<file path="src/rtl/multiplier_core.sv">
// multiplier_core: unsigned WIDTH x WIDTH array multiplier with a registered 2*WIDTH product.
// Latency: 1 cycle in_valid -> out_valid; 2 cycles when MULTIPLIER_CORE_IN_REG_EN is defined.
// Backpressure: none; every out_valid pulse must be taken by the consumer in that cycle.
//
// Ports:
//   clk        rising-edge clock
//   rst        asynchronous active-high reset (P = 0, out_valid = 0)
//   in_valid   A/B are valid this cycle
//   A, B       unsigned operands, WIDTH bits each (WIDTH legal 2..16)
//   out_valid  P holds a newly computed product this cycle
//   P          registered unsigned product, 2*WIDTH bits
//
// Build option: define MULTIPLIER_CORE_IN_REG_EN to register A, B and in_valid
// ahead of the adder array (operand registers hold while in_valid is low).

module multiplier_core #(
  parameter int WIDTH = 2
) (
  input  logic                 clk,
  input  logic                 rst,
  input  logic                 in_valid,
  input  logic [WIDTH-1:0]     A,
  input  logic [WIDTH-1:0]     B,
  output logic                 out_valid,
  output logic [2*WIDTH-1:0]   P
);

  // Operands and strobe as seen by the adder array.
  logic [WIDTH-1:0] arr_a;
  logic [WIDTH-1:0] arr_b;
  logic             arr_vld;

`ifdef MULTIPLIER_CORE_IN_REG_EN
  logic [WIDTH-1:0] a_q, a_d;
  logic [WIDTH-1:0] b_q, b_d;
  logic             in_valid_q;

  // Operand registers only load on a valid cycle so idle-cycle garbage
  // (including X) never enters the array.
  always_comb begin
    a_d = a_q;
    b_d = b_q;
    if (in_valid) begin
      a_d = A;
      b_d = B;
    end
  end

  always_ff @(posedge clk or posedge rst) begin
    if (rst) begin
      a_q        <= '0;
      b_q        <= '0;
      in_valid_q <= 1'b0;
    end else begin
      a_q        <= a_d;
      b_q        <= b_d;
      in_valid_q <= in_valid;
    end
  end

  assign arr_a   = a_q;
  assign arr_b   = b_q;
  assign arr_vld = in_valid_q;
`else
  assign arr_a   = A;
  assign arr_b   = B;
  assign arr_vld = in_valid;
`endif

  // ---------------------------------------------------------------------------
  // AND-array / ripple-carry adder rows.
  //
  // Row j carries a WIDTH+1 bit running sum r. Row 0 is just the first
  // partial product. Each later row adds its partial product to the previous
  // row's sum shifted right by one; the bit shifted out is final and becomes
  // product bit j-1. The last row supplies the top WIDTH+1 product bits.
  // Every adder bit lives in its own generate scope so the carry chain is a
  // set of distinct nets rather than bits of one self-referencing vector.
  // ---------------------------------------------------------------------------
  logic [2*WIDTH-1:0] prod;

  for (genvar j = 0; j < WIDTH; j++) begin : g_row
    logic [WIDTH-1:0] pp;
    logic [WIDTH:0]   r;

    assign pp = arr_a & {WIDTH{arr_b[j]}};

    if (j == 0) begin : g_first
      assign r = {1'b0, pp};
    end else begin : g_add
      for (genvar i = 0; i < WIDTH; i++) begin : g_fa
        logic x;
        logic y;
        logic ci;
        logic s;
        logic co;

        assign x = g_row[j-1].r[i+1];
        assign y = pp[i];

        // Bit 0 of each row has no carry in, so it reduces to a half adder.
        if (i == 0) begin : g_ci0
          assign ci = 1'b0;
        end else begin : g_cin
          assign ci = g_fa[i-1].co;
        end

        assign s  = x ^ y ^ ci;
        assign co = (x & y) | (ci & (x ^ y));

        assign r[i] = s;
      end

      assign r[WIDTH] = g_fa[WIDTH-1].co;
    end

    // Low product bits drop out of the array one per row.
    if (j < WIDTH-1) begin : g_lsb
      assign prod[j] = r[0];
    end
  end

  assign prod[2*WIDTH-1:WIDTH-1] = g_row[WIDTH-1].r;

  // ---------------------------------------------------------------------------
  // Product register: loads on a valid cycle, otherwise holds; out_valid is a
  // one-cycle strobe per accepted operand pair.
  // ---------------------------------------------------------------------------
  logic [2*WIDTH-1:0] p_q, p_d;
  logic               out_valid_q, out_valid_d;

  always_comb begin
    p_d         = p_q;
    out_valid_d = arr_vld;
    if (arr_vld) begin
      p_d = prod;
    end
  end

  always_ff @(posedge clk or posedge rst) begin
    if (rst) begin
      p_q         <= '0;
      out_valid_q <= 1'b0;
    end else begin
      p_q         <= p_d;
      out_valid_q <= out_valid_d;
    end
  end

  assign P         = p_q;
  assign out_valid = out_valid_q;

endmodule

</file>
<file path="config.mk">
export PLATFORM = sky130hd
export DESIGN_NAME = multiplier_core
export DESIGN_NICKNAME = d
export VERILOG_FILES = /design/src/rtl/multiplier_core.sv
export SDC_FILE = /design/constraint.sdc
export NUM_CORES = 1
export LEC_CHECK = 0
export CELL_PAD_IN_SITES_DETAIL_PLACEMENT = 1
export CELL_PAD_IN_SITES_GLOBAL_PLACEMENT = 2
export CORE_AREA = 10 10 47 49
export CTS_CLUSTER_SIZE = 20
export DETAILED_ROUTE_END_ITERATION = 10
export DIE_AREA = 0 0 57 59
export DONT_BUFFER_PORTS = 1
export GPL_ROUTABILITY_DRIVEN = 0
export PLACE_DENSITY_LB_ADDON = 0.08
export SLEW_MARGIN = 20
export SYNTH_ARGS = -nofsm -noshare
export SYNTH_HDL_FRONTEND = slang
export SYNTH_SLANG_ARGS = --single-unit
</file>
<file path="constraint.sdc">
create_clock -name clk -period 0.8 [get_ports clk]
set_clock_uncertainty 0.1 [all_clocks]
set_input_delay 0.16 -clock clk [delete_from_list [all_inputs] [get_ports clk]]
set_output_delay 0.16 -clock clk [all_outputs]
set_load 0.01 [all_outputs]
</file>
==> flow_metrics.env <==
export IMPL_tightest_slew_ns=0.190
export IMPL_pwr_share_clk=0.403
export IMPL_powerDensity_nw_per_um2=1810
export IMPL_worst_slack_ns=-0.215
export IMPL_nets=39
export IMPL_outcome="finished with violations"
export IMPL_postSynthAreaPerCell_um2=13.0
export IMPL_wl_per_cell_um=12.7
export IMPL_yosysTopAreaCell="dfrtp_1"
export IMPL_seq_power_share=0.414
export IMPL_drt_wl_total_um=572
export IMPL_worstPathRequired_ns=0.54
export IMPL_grt_pass1_vias=213
export IMPL_hold_viol_final=5
export IMPL_swShare=0.219
export IMPL_ctsLongestPathBuffers=2
export IMPL_netlist_area_um2=220
export IMPL_worst_path_max_delay_cell="dfrtp_1"
export IMPL_critPathCaptureType="primary output"
export IMPL_antenna_found_initial=0
export IMPL_synth_distinct_cells=7
export IMPL_core_region_area_um2=1400
export IMPL_dp_hpwl_um=470
export IMPL_cp_num_buf_inv=1
export IMPL_drive_gt1_frac=0.621
export IMPL_fillCellCount=159
export IMPL_syn2layout_area_growth_pct=76.7
export IMPL_cpLargestDelayFamily="flip-flops"
export IMPL_path_class="reg2out"
export IMPL_drc_errors=0
export IMPL_rsz0062_at_grt="yes"
export IMPL_min_delay_start="in_valid"
export IMPL_violations="hold timing, setup timing"
export IMPL_critPathMaxFanout=2
export IMPL_place_inst=37
export IMPL_postRouteAntennaNets=0
export IMPL_cts_htree_levels=1
export IMPL_comb_power_share=0.183
export IMPL_grt_pass1_wl_um=938
export IMPL_arrival_ns=0.76
export IMPL_start_util=0.157
export IMPL_finalCritPeriodShare=1.27
export IMPL_holdBufCountCts=1
export IMPL_grt_max_degree=7
export IMPL_power_mw=0.704
export IMPL_via_per_inst=3.73
export IMPL_diodes=0
export IMPL_whs_ns=-0.149
export IMPL_final_area_um2=389
export IMPL_syn_inst=17
export IMPL_drtIter0Drc=4
export IMPL_synth_top_area_share=0.568
export IMPL_clock_sinks=5
export IMPL_root_buffer="clkbuf_4"
export IMPL_hp_class="in2reg"
export IMPL_path_cells="buf_6"
export IMPL_tns_ns=-1.41
export IMPL_dr_pass1_iters=3
export IMPL_r2r_slack_ns=-0.20
export IMPL_dpl_cell_area_um2=312
export IMPL_yosysWarnings=0
export IMPL_ys_seq_area_frac=0.568
export IMPL_die_x_um=57
export IMPL_vias=168
export IMPL_fin_util=0.278
export IMPL_r2r_end="P[2]"
export IMPL_internal_power_mw=0.550
export IMPL_grt_overflow_total=0
export IMPL_slew_headroom=0.873
export IMPL_holdPathEnd="out_valid"
export IMPL_rows=14
export IMPL_p_sw_mw=0.154
export IMPL_synth_area_leaders="dfrtp_1, mux2_2, ha_1, and2_1, inv_1"
export IMPL_io_buffers=0
export IMPL_dieArea_um2=3360
export IMPL_hold_path_depth=0
export IMPL_power_ir_vdd_worst_v=0.000869
export IMPL_synth_seq_cells=5
export IMPL_cp_start_kind="register"
export IMPL_insertion_delay_ns=0.24
export IMPL_cts_buffers=3
export IMPL_max_stage_delay_ns=0.39
export IMPL_synth_fp_nets=26
export IMPL_maxSlewViolCount=0
export IMPL_setup_viol=9
export IMPL_pin_count=12
export IMPL_reg2reg_from="P[2]"
export IMPL_cts_tree="built"
export IMPL_die_y_um=59
export IMPL_grt_util_all_layers=0.0411
export IMPL_pre_cts_ws_ns=-0.335
export IMPL_cap_violations=0
export IMPL_clk_pin_slew_ns=0.04
export IMPL_min_period_ns=1.02
export IMPL_rr_worst_depth=2
export IMPL_p_leak_nw=0.186
export IMPL_stdcell_count=45
export IMPL_fmax_mhz=985
[state kept, by name (all words and copies together) (netlist names)]
register,cells
P,4
out_valid,1
[placed cells by master (no fill, tap or decap)]
cell	n
mux2_4	3
and2_1	1
dlygate4sd3_1	1
clkbuf_4	3
o21ai_1	1
nand3_1	1
inv_1	1
buf_4	2
clkbuf_1	1
inv_2	1
dfrtp_1	5
buf_6	5
and2_4	2
ha_4	2
[kinds of logic (layout without fill, tap and decap cells)]
group | count (synthesis) | after routing | synth area share
mux | 3 | 3 | 0.153
fa+ha+maj | 2 | 2 | 0.114
compound gates | 1 | 1 | 0.0227
buf+inv | 2 | 14 | 0.0341
simple gates | 4 | 4 | 0.108
flops | 5 | 5 | 0.568
[power groups by stage]
stage / combinational [mW] / sequential [mW] / clock (mW)
floorplan: 0.0519 / 0.298 / 0
global placement: 0.100 / 0.290 / 0
detailed placement: 0.103 / 0.290 / 0
CTS: 0.118 / 0.291 / 0.299
global route: 0.144 / 0.293 / 0.337
finish: 0.129 / 0.291 / 0.284
[Yosys cell counts (all sizes together)]
cell	number
dfrtp	5
and2	3
mux2	3
ha	2
inv	2
nand3	1
o21ai	1
[metal layers]
metal / share of wire / GRT usage / vias up
met5: 0 / 0 / -
met4: 0 / 0.0201 / 0
met3: 0.15 / 0.0558 / 0
met2: 0.51 / 0.0589 / 10
met1: 0.34 / 0.0297 / 79
li1: - / - / 79
[cell type report]
cell class	instances	area [µm²]	share of cell area
sequential	5	125	0.322
inverter	2	7.51	0.0193
timing repair buffer	8	81.3	0.209
multi-input combinational	10	129	0.331
tap	16	20.0	0.0514
clock buffer	4	26.3	0.0675
[worst max path at each step]
stage	from	to	slack, ns	cells past startpoint
6_report	P[3]	P[3]	-0.22	1
3_5_place_dp	A[0]	P[2]	-0.33	4
2_1_floorplan	A[0]	P[2]	-0.32	4
3_3_place_gp	A[0]	P[2]	-0.33	4
5_1_grt	P[1]	P[1]	-0.26	1
4_1_cts	P[1]	P[1]	-0.22	1
[timing repair]
action / in CTS / in global routing
pin swaps: 1 / 0
buffers inserted: 1 / 2
endpoints found under the setup margin: 8 / 8
resized for setup: 3 / 4
hold endpoints to repair: 10 / 5
No activity file was read; power rests on OpenSTA's default activity.
